===== src/rtl/tl_source_shrinker.sv =====
// tl_source_shrinker: allocates narrow device TileLink source IDs for a wide host source space.
// Define TL_SOURCE_SHRINKER_OCCUPANCY_EN to add occupancy_o/full_o slot-usage outputs.
module tl_source_shrinker #(
  parameter int HostSourceWidth = 8,
  parameter int DeviceSourceWidth = 2,
  parameter int SinkWidth = 1,
  parameter int AddrWidth = 56,
  parameter int DataWidth = 64,
  parameter int MaxSize = 6,
  localparam int sz_w = $clog2(MaxSize + 1),
  localparam int a_rest = AddrWidth + DataWidth / 8 + DataWidth + 1,
  localparam int d_rest = SinkWidth + DataWidth + 2,
  localparam int haw = 6 + sz_w + HostSourceWidth + a_rest,
  localparam int daw = 6 + sz_w + DeviceSourceWidth + a_rest,
  localparam int hdw = 5 + sz_w + HostSourceWidth + d_rest,
  localparam int ddw = 5 + sz_w + DeviceSourceWidth + d_rest,
  localparam int hbw = 5 + sz_w + HostSourceWidth + a_rest,
  localparam int dbw = 5 + sz_w + DeviceSourceWidth + a_rest,
  localparam int hcw = 6 + sz_w + HostSourceWidth + AddrWidth + DataWidth + 1,
  localparam int dcw = 6 + sz_w + DeviceSourceWidth + AddrWidth + DataWidth + 1
) (
  input  logic                 clk_i,
  input  logic                 rst_ni,
  input  logic                 host_a_valid,
  output logic                 host_a_ready,
  input  logic [haw-1:0]       host_a,
  output logic                 host_d_valid,
  input  logic                 host_d_ready,
  output logic [hdw-1:0]       host_d,
  output logic                 host_b_valid,
  input  logic                 host_b_ready,
  output logic [hbw-1:0]       host_b,
  input  logic                 host_c_valid,
  output logic                 host_c_ready,
  input  logic [hcw-1:0]       host_c,
  input  logic                 host_e_valid,
  output logic                 host_e_ready,
  input  logic [SinkWidth-1:0] host_e,
  output logic                 device_a_valid,
  input  logic                 device_a_ready,
  output logic [daw-1:0]       device_a,
  input  logic                 device_d_valid,
  output logic                 device_d_ready,
  input  logic [ddw-1:0]       device_d,
  input  logic                 device_b_valid,
  output logic                 device_b_ready,
  input  logic [dbw-1:0]       device_b,
  output logic                 device_c_valid,
  input  logic                 device_c_ready,
  output logic [dcw-1:0]       device_c,
  output logic                 device_e_valid,
  input  logic                 device_e_ready,
  output logic [SinkWidth-1:0] device_e
`ifdef TL_SOURCE_SHRINKER_OCCUPANCY_EN
  ,
  output logic [DeviceSourceWidth:0] occupancy_o,
  output logic                       full_o
`endif
);
  localparam int n_slots = 1 << DeviceSourceWidth;
  localparam int lb = $clog2(DataWidth / 8);
  localparam int cw = MaxSize > lb ? MaxSize - lb : 1;
  logic [n_slots-1:0] r_valid;
  logic [HostSourceWidth-1:0] r_src [n_slots];
  logic [cw-1:0] r_a_cnt, r_d_cnt, w_a_len, w_d_len;
  logic [DeviceSourceWidth-1:0] r_a_idx, w_free_idx, w_a_src, w_d_src;
  logic w_free_found, w_a_first, w_a_ok, w_a_fire, w_alloc, w_d_fire, w_d_last, w_unused;
  function automatic logic [cw-1:0] beats_m1(input logic [sz_w-1:0] size, input logic data);
    return data && int'(size) > lb ? cw'((1 << (int'(size) - lb)) - 1) : '0;
  endfunction
  always_comb begin
    w_free_found = 1'b0;
    w_free_idx = '0;
    for (int i = n_slots - 1; i >= 0; i--)
      if (!r_valid[i]) begin
        w_free_found = 1'b1;
        w_free_idx = DeviceSourceWidth'(i);
      end
  end
  // Only the first beat of an A message needs a free slot; later beats reuse the held index.
  assign w_a_first = r_a_cnt == '0;
  assign w_a_ok = rst_ni && (!w_a_first || w_free_found);
  assign w_a_src = w_a_first ? w_free_idx : r_a_idx;
  assign device_a_valid = w_a_ok && host_a_valid;
  assign host_a_ready = w_a_ok && device_a_ready;
  assign device_a = {host_a[haw-1 -: 6+sz_w], w_a_src, host_a[a_rest-1:0]};
  assign w_a_fire = host_a_valid && host_a_ready;
  assign w_alloc = w_a_fire && w_a_first;
  assign w_a_len = beats_m1(host_a[haw-7 -: sz_w], !host_a[haw-1]);
  assign w_d_src = device_d[d_rest +: DeviceSourceWidth];
  assign host_d_valid = rst_ni && device_d_valid;
  assign device_d_ready = rst_ni && host_d_ready;
  assign host_d = {device_d[ddw-1 -: 5+sz_w], r_src[w_d_src], device_d[d_rest-1:0]};
  assign w_d_fire = device_d_valid && device_d_ready;
  assign w_d_len = beats_m1(device_d[ddw-6 -: sz_w], device_d[ddw-2 -: 2] == 2'b01);
  assign w_d_last = r_d_cnt == '0 ? w_d_len == '0 : r_d_cnt == cw'(1);
  // Clear precedes set so a slot freed and reallocated in one cycle ends valid.
  always_ff @(posedge clk_i)
    if (!rst_ni) begin
      r_valid <= '0;
      r_a_cnt <= '0;
      r_d_cnt <= '0;
      r_a_idx <= '0;
    end else begin
      if (w_d_fire) begin
        r_d_cnt <= r_d_cnt == '0 ? w_d_len : r_d_cnt - cw'(1);
        if (w_d_last) r_valid[w_d_src] <= 1'b0;
      end
      if (w_a_fire) r_a_cnt <= w_a_first ? w_a_len : r_a_cnt - cw'(1);
      if (w_alloc) begin
        r_valid[w_free_idx] <= 1'b1;
        r_a_idx <= w_free_idx;
      end
    end
  always_ff @(posedge clk_i)
    if (w_alloc) r_src[w_free_idx] <= host_a[a_rest +: HostSourceWidth];
`ifdef TL_SOURCE_SHRINKER_OCCUPANCY_EN
  localparam int ow = DeviceSourceWidth + 1;
  logic [DeviceSourceWidth:0] r_occ;
  logic w_free;
  assign w_free = w_d_fire && w_d_last && r_valid[w_d_src];
  always_ff @(posedge clk_i)
    if (!rst_ni) r_occ <= '0;
    else r_occ <= r_occ + ow'(w_alloc) - ow'(w_free);
  assign occupancy_o = r_occ;
  assign full_o = &r_valid;
`endif
  assign host_b_valid = 1'b0;
  assign host_b = '0;
  assign host_c_ready = 1'b0;
  assign host_e_ready = 1'b0;
  assign device_b_ready = 1'b1;
  assign device_c_valid = 1'b0;
  assign device_c = '0;
  assign device_e_valid = 1'b0;
  assign device_e = '0;
  assign w_unused = ^{host_b_ready, host_c_valid, host_c, host_e_valid, host_e,
                      device_b_valid, device_b, device_c_ready, device_e_ready};
endmodule


===== config.mk =====
export PLATFORM = sky130hd
export DESIGN_NAME = tl_source_shrinker
export DESIGN_NICKNAME = d
export VERILOG_FILES = /design/src/rtl/tl_source_shrinker.sv
export SDC_FILE = /design/constraint.sdc
export NUM_CORES = 1
export LEC_CHECK = 0
export ABC_AREA = 1
export CORE_AREA = 8 8 391 393
export CTS_CLUSTER_SIZE = 12
export DETAILED_ROUTE_END_ITERATION = 10
export DIE_AREA = 0 0 399 401
export PLACE_DENSITY_LB_ADDON = 0.05
export REMOVE_ABC_BUFFERS = 1
export SETUP_SLACK_MARGIN = 0.4
export SYNTH_ARGS = -nofsm -noshare
export SYNTH_HDL_FRONTEND = slang
export SYNTH_SLANG_ARGS = --single-unit
export TNS_END_PERCENT = 1

===== constraint.sdc =====
create_clock -name clk_i -period 3.7 [get_ports clk_i]
set_clock_uncertainty 0.2 [all_clocks]
set_input_delay 0.74 -clock clk_i [delete_from_list [all_inputs] [get_ports clk_i]]
set_output_delay 0.74 -clock clk_i [all_outputs]
set_load 0.01 [all_outputs]

Word-level counts from Yosys, hierarchy flattened

Memory sizes are Yosys's and may differ from the RTL's.
Cells that the tools add are included.

Bits in registers: 12
Bits in latches: 0
Bits in writable memories: 32
Bits in read-only memories: 0
Input port bits: 513
Memories: 1

$add $sub $neg: 6
Multipliers: 0
Div/mod/pow operators: 0
$lt $le $gt $ge: 6
Eq/ne operators: 2
Shifts and indexed selects: 2
Muxes and demuxes: 24
Bitwise gates (word level): 3
Reduce and logical (&&, ||, !) cells: 18

Memory list:

| memory | depth | bits a word | read ports | clocked after Yosys merged registers in | wr ports | RTL line | source |
|---|---|---|---|---|---|---|---|
| r_src  | 4     | 8           | 1          | 0                                       | 1        | 64       | `logic [HostSourceWidth-1:0] r_src [n_slots];` |

Operators with widths:

| kind                 | number |
|---|---|
| $shl 1x32->3 const A | 2 |
| $mux 4               | 4 |
| $logic_and 1x1->1    | 12 |
| $mux 3               | 4 |
| $mux 2               | 5 |
| $logic_not 3->1      | 3 |
| $mux 1               | 9 |
| $sub 3x2->4 const B  | 2 |
| $gt 3x2->1 const B   | 2 |
| $lt 2x3->1 const B   | 2 |
| $sub 3x1->3 const B  | 2 |
| $sub 3x2->3 const B  | 2 |
| $and 4x4->4          | 1 |
| $demux 1 s2          | 2 |
| $ge 2x1->1 const B   | 2 |
| $not 4->4            | 1 |
| $or 4x4->4           | 1 |
| $eq 3x1->1 const B   | 1 |
| $eq 2x1->1 const B   | 1 |
| $logic_not 1->1      | 2 |
| $logic_or 1x1->1     | 1 |

Longest topological paths before layout

Depth after elaboration: 11
Depth in mapped cells: 11

Worst setup path after synthesis

OpenSTA, ideal clock, no wires.

Path kind: input to register
From: in device_d[69]
To: reg r_valid[3]
Setup time: 0.121 ns
Arrival: 2.376 ns
Slack: 1.003 ns
Cell stages on the path: 11
Path buffers: 0
Cells stage by stage: ha_1 > ha_1 > or4_1 > ha_1 > nand2_1 > inv_1 > nor2_1 > nor2_1 > nand3_1 > nand2_1 > a21oi_1

Longest elaborated chain between the ends: 11
Elaborated cells between the ends (all ways): 13
Those cells by class: 2 x add/sub; 1 x order compare; 1 x shift; 6 x mux; 1 x bitwise; 2 x reduce/logical

Ends and longest elaborated chain:

| item                          | RTL line | source |
|---|---|---|
| start, declared               | 44       | `input logic [ddw-1:0] device_d,` |
| $sub 3x2->4                   | 69       | `return data && int'(size) > lb ? cw'((1 << (int'(size) - lb)) - 1) : '0;` |
| $shl 1x32->3                  | 69       |  |
| $sub 3x2->3                   | 69       |  |
| $mux 3 (*)                    | 69       |  |
| $logic_not 3->1 (*)           | 96       | `assign w_d_last = r_d_cnt == '0 ? w_d_len == '0 : r_d_cnt == cw'(1);` |
| $mux 1 (*)                    | 96       |  |
| $mux 4 (*)                    | 107      | `if (w_d_last) r_valid[w_d_src] <= 1'b0;` |
| $mux 4 (*)                    | 105      | `if (w_d_fire) begin` |
| $mux 4 (*)                    | 99       | `if (!rst_ni) begin` |
| $or 4x4->4 (no line)          | n/a      |  |
| $mux 4 (*)                    | 110      | `if (w_alloc) begin` |
| end signal, assigned          | 100      | `r_valid <= '0;` |
| end signal, assigned by index | 107      |  |
| end signal, assigned by index | 111      | `r_valid[w_free_idx] <= 1'b1;` |
| end, declared                 | 63       | `logic [n_slots-1:0] r_valid;` |

Mark *: on every way between the ends. The rest lies on a longest branch, timed or not. The select of a mux whose other input is x is not followed.
A chain may end at the register's enable or synchronous reset.

Worst setup path in the final report

From: in device_d[67]
To: out host_d[70]

Longest elaborated chain between the ends: 1

Ends and longest elaborated chain:

| item          | RTL line | source |
|---|---|---|
| $mem_v2 4x8   | n/a      |  |
| end, declared | 29       | `output logic [hdw-1:0] host_d,` |

No other way between the ends.

==> metrics.txt <==
# TYPE chip_impl_metric gauge
chip_impl_info{name="outcome",value="complete, no violations"} 1
chip_impl_metric{name="power_leakage",unit="nW"} 2.192
chip_impl_metric{name="final_net_count",unit=""} 1108
chip_impl_metric{name="gr-usage-all-layers",unit=""} 0.1209
chip_impl_info{name="mostFrequentLayoutCell",value="sky130_fd_sc_hd__conb_1"} 1
chip_impl_metric{name="avgSynthCellArea",unit="sq um"} 8.160
chip_impl_metric{name="post-route-period-util",unit=""} 0.8902
chip_impl_metric{name="max_vdd_drop",unit="uV"} 143.4
chip_impl_metric{name="seq_area_frac_synth",unit=""} 0.2022
chip_impl_metric{name="post-route-drc-count",unit=""} 0
chip_impl_metric{name="clock_power_share",unit=""} 0.352
chip_impl_metric{name="synth_largest_type_area_fraction",unit=""} 0.6293
chip_impl_info{name="worstReg2RegEnd",value="r_src[3][5]"} 1
chip_impl_metric{name="placedCellCount",unit=""} 2507
chip_impl_metric{name="core_region_area",unit="sq um"} 146800
chip_impl_metric{name="grt_pass1_wl",unit="um"} 108700
chip_impl_metric{name="max_clock_freq",unit="GHz"} 0.3036
chip_impl_metric{name="min_delay_path_depth",unit=""} 2
chip_impl_info{name="ys.flop_type",value="sky130_fd_sc_hd__edfxtp_1"} 1
chip_impl_metric{name="cap_viol_max_count",unit=""} 0
chip_impl_info{name="cts-root-buf",value="sky130_fd_sc_hd__clkbuf_16"} 1
chip_impl_metric{name="grt_max_degree",unit=""} 15
chip_impl_metric{name="slew_violations",unit=""} 0
chip_impl_metric{name="pwr-share-comb",unit=""} 0.265
chip_impl_metric{name="chip_height",unit="um"} 401
chip_impl_metric{name="p_switching",unit="uW"} 533.0
chip_impl_metric{name="setup_viol_count_final",unit=""} 0
chip_impl_metric{name="maximum_count_of_clock_buffers_along_a_single_path",unit=""} 2
chip_impl_info{name="grt_setup_unrepaired",value="true"} 1
chip_impl_metric{name="reg2reg_setup_slack",unit="ns"} 1.54
chip_impl_metric{name="worst_r2r_path_depth",unit=""} 9
chip_impl_metric{name="route.final.wire_length",unit="um"} 101900
chip_impl_metric{name="grt_util_met1",unit=""} 0.06891
chip_impl_metric{name="finalWeightedCongestion",unit=""} 0.7536
chip_impl_metric{name="count_of_h_tree_levels_built_during_cts",unit=""} 2
chip_impl_info{name="critPathCaptureType",value="output port"} 1
chip_impl_metric{name="synth_area",unit="sq um"} 5941
chip_impl_metric{name="synth_enable_flop_cells",unit=""} 32
chip_impl_metric{name="tritoncts_num_sinks",unit=""} 44
chip_impl_metric{name="fin_total_pwr",unit="mW"} 1.419
chip_impl_metric{name="final-hold-violation-count",unit=""} 0
chip_impl_metric{name="first_global_vias",unit=""} 3199
chip_impl_metric{name="dp_hpwl",unit="um"} 96620
chip_impl_info{name="r2r_path_start",value="r_a_cnt[0]"} 1
chip_impl_info{name="clock_tree_from_tritoncts",value="built"} 1
chip_impl_metric{name="nFillCells",unit=""} 17479
chip_impl_metric{name="vias_per_inst",unit=""} 1.490
chip_impl_metric{name="area_growth",unit="%"} 8.698
chip_impl_metric{name="dr.first_iter.drc_count",unit=""} 334
chip_impl_metric{name="global_route.overflow_total",unit=""} 0
chip_impl_metric{name="async_flop_share",unit=""} 0
chip_impl_metric{name="power.sequential.fraction",unit=""} 0.382
chip_impl_metric{name="number_of_iterations_in_the_first_detailed_routing_pass",unit=""} 4
chip_impl_info{name="hold-path-endpoint",value="r_a_idx[1]"} 1
chip_impl_info{name="critical_path_class",value="input pin to output port"} 1
chip_impl_metric{name="globalRouteMet2Util",unit=""} 0.1829
chip_impl_metric{name="fp.dieArea",unit="sq um"} 160000
chip_impl_metric{name="antenna_violating_nets_post_route",unit=""} 0
chip_impl_metric{name="grt_use_met3",unit=""} 0.2003
chip_impl_info{name="worstSetupStartpointType",value="input pin"} 1
chip_impl_metric{name="min_period",unit="ns"} 3.294
chip_impl_info{name="gr-max-usage-layer",value="met3"} 1
chip_impl_metric{name="final-seq-area",unit="sq um"} 1201
chip_impl_metric{name="power.switching_fraction",unit=""} 0.3757
chip_impl_metric{name="finish.cell_count_without_fillers",unit=""} 2515
chip_impl_metric{name="worst-endpoint-arrival",unit="ns"} 2.35
chip_impl_info{name="post-synth-top-area-cell",value="sky130_fd_sc_hd__buf_4"} 1
chip_impl_metric{name="internal_power",unit="uW"} 885.7
chip_impl_metric{name="cp_required",unit="ns"} 2.76
chip_impl_metric{name="initial_core_util",unit=""} 0.04047
chip_impl_metric{name="io_pins",unit=""} 1024
chip_impl_info{name="hold_class",value="flop to flop"} 1
chip_impl_info{name="commonest_cells_after_routing_fill_and_taps_aside",value="sky130_fd_sc_hd__conb_1, sky130_fd_sc_hd__clkdlybuf4s50_1, sky130_fd_sc_hd__inv_1, sky130_fd_sc_hd__nand3_1, sky130_fd_sc_hd__edfxtp_1"} 1
chip_impl_metric{name="post_synth_inst_count",unit=""} 728
chip_impl_metric{name="num_vias",unit=""} 3748
chip_impl_metric{name="power-per-cell-area",unit="nW/um^2"} 219.7
chip_impl_metric{name="worst_setup_hold_path_clk_slew",unit="ns"} 0.07
chip_impl_metric{name="synth_seq_cells",unit=""} 44
chip_impl_metric{name="layout-drive-gt1-share",unit=""} 0.07521
chip_impl_info{name="yosys-top-cells-area",value="sky130_fd_sc_hd__buf_4, sky130_fd_sc_hd__edfxtp_1, sky130_fd_sc_hd__dfxtp_1, sky130_fd_sc_hd__nand3_1, sky130_fd_sc_hd__ha_1"} 1
chip_impl_metric{name="multiInputGateArea",unit="sq um"} 1933
chip_impl_info{name="worstHoldStart",value="r_a_idx[1]"} 1
chip_impl_metric{name="core.rowCount",unit=""} 141
chip_impl_metric{name="place.port_buffers",unit=""} 47
chip_impl_metric{name="worst-path-max-fanout",unit=""} 5
chip_impl_metric{name="cts_inserted_buffers",unit=""} 5
chip_impl_metric{name="antenna_found_initial",unit=""} 4
chip_impl_metric{name="dieWidth",unit="um"} 399
chip_impl_metric{name="clock_latency",unit="ns"} 0.31
chip_impl_metric{name="avgRoutedWirePerCell",unit="um"} 40.53
chip_impl_metric{name="yosys_warnings",unit=""} 0
chip_impl_metric{name="antenna_cells",unit=""} 0
chip_impl_metric{name="synthDistinctLibCells",unit=""} 28
registers in the layout (all words and copies together), names as in the netlist:
name     cells
r_a_idx      2
r_src       32
r_a_cnt      3
r_valid      4
r_d_cnt      3
power by group through the flow:
stage,Clock [mW],Combinational (mW),Sequential [mW]
2_1_floorplan,0,0.212,0.552
3_3_place_gp,0,0.370,0.554
3_5_place_dp,0,0.364,0.554
4_1_cts,0.549,0.366,0.542
5_1_grt,0.551,0.422,0.543
6_report,0.500,0.377,0.542
worst max path at each step:
stage / startpoint / endpoint / slack (ns) / cells after the start
2_1_floorplan: device_d[69] / r_valid[3] / 1.00 / 11
3_3_place_gp: device_d[68] / host_d[67] / -0.005 / 6
3_5_place_dp: device_d[68] / host_d[67] / -0.008 / 6
4_1_cts: device_d[67] / host_d[70] / 0.33 / 8
5_1_grt: device_d[67] / host_d[70] / 0.22 / 8
6_report: device_d[67] / host_d[70] / 0.41 / 8
layer usage:
metal	vias up	routed length (um)
li1	1211	-
met1	1487	20860
met2	1002	43280
met3	32	35050
met4	16	464
met5	-	2273
critical path: stages:
cell and delay, ns:
sky130_fd_sc_hd__dlygate4sd2_1 0.32, sky130_fd_sc_hd__inv_1 0.08, sky130_fd_sc_hd__nor2_1 0.13, sky130_fd_sc_hd__buf_4 0.19, sky130_fd_sc_hd__buf_4 0.13, sky130_fd_sc_hd__a22oi_1 0.06
sky130_fd_sc_hd__nand3_1 0.12, sky130_fd_sc_hd__clkdlybuf4s50_1 0.57
metrics by stage:
stage	hold slack [ns]	utilization	TNS [ns]	area (sq um)	setup WS (ns)
final	0.2806	0.04399	0	6457	0.4062
after global routing	0.3028	0.04399	0	6457	0.2239
after CTS	0.2881	0.04398	0	6455	0.3309
after detailed placement	0.2710	0.04288	-0.008244	6294	-0.008244
after global placement	0.2799	0.04288	-0.004735	6294	-0.004735
after floorplan	0.2391	-	0	3243	1.002
cell type report:
type | count | share of cell area
Clock buffer | 5 | 0.01938
Multi-Input combinational cell | 429 | 0.2994
Sequential cell | 44 | 0.1860
Clock inverter | 3 | 0.002906
Tap cell | 1930 | 0.3740
Timing Repair Buffer | 69 | 0.09804
Inverter | 35 | 0.02034
cells in the mapped netlist, drive strengths merged, types with 2 or more instances:
cell type	number
a21oi	10
ha	11
edfxtp	32
conb	2
o21ai	6
o22ai	3
nand2	33
nand4	4
nand3	36
nor3	2
o21bai	2
buf	500
inv	35
dfxtp	12
a22oi	10
nor2	23
xor2	2
clkbuf	2
cell families after synthesis:
kind of cell	share of synthesized area
flops	0.2022
fa+ha+maj	0.02317
xor+xnor	0.002949
compound gates	0.03433
buf+inv	0.6544
other cells	0.001264
simple gates	0.08172
what timing repair did:
item | in CTS | in global routing
resized for setup | 11 | 1
setup endpoints to repair | 10 | 10
hold buffers | 0 | 0
setup buffers | 0 | 0
No activity file was read; power rests on OpenSTA's default activity.
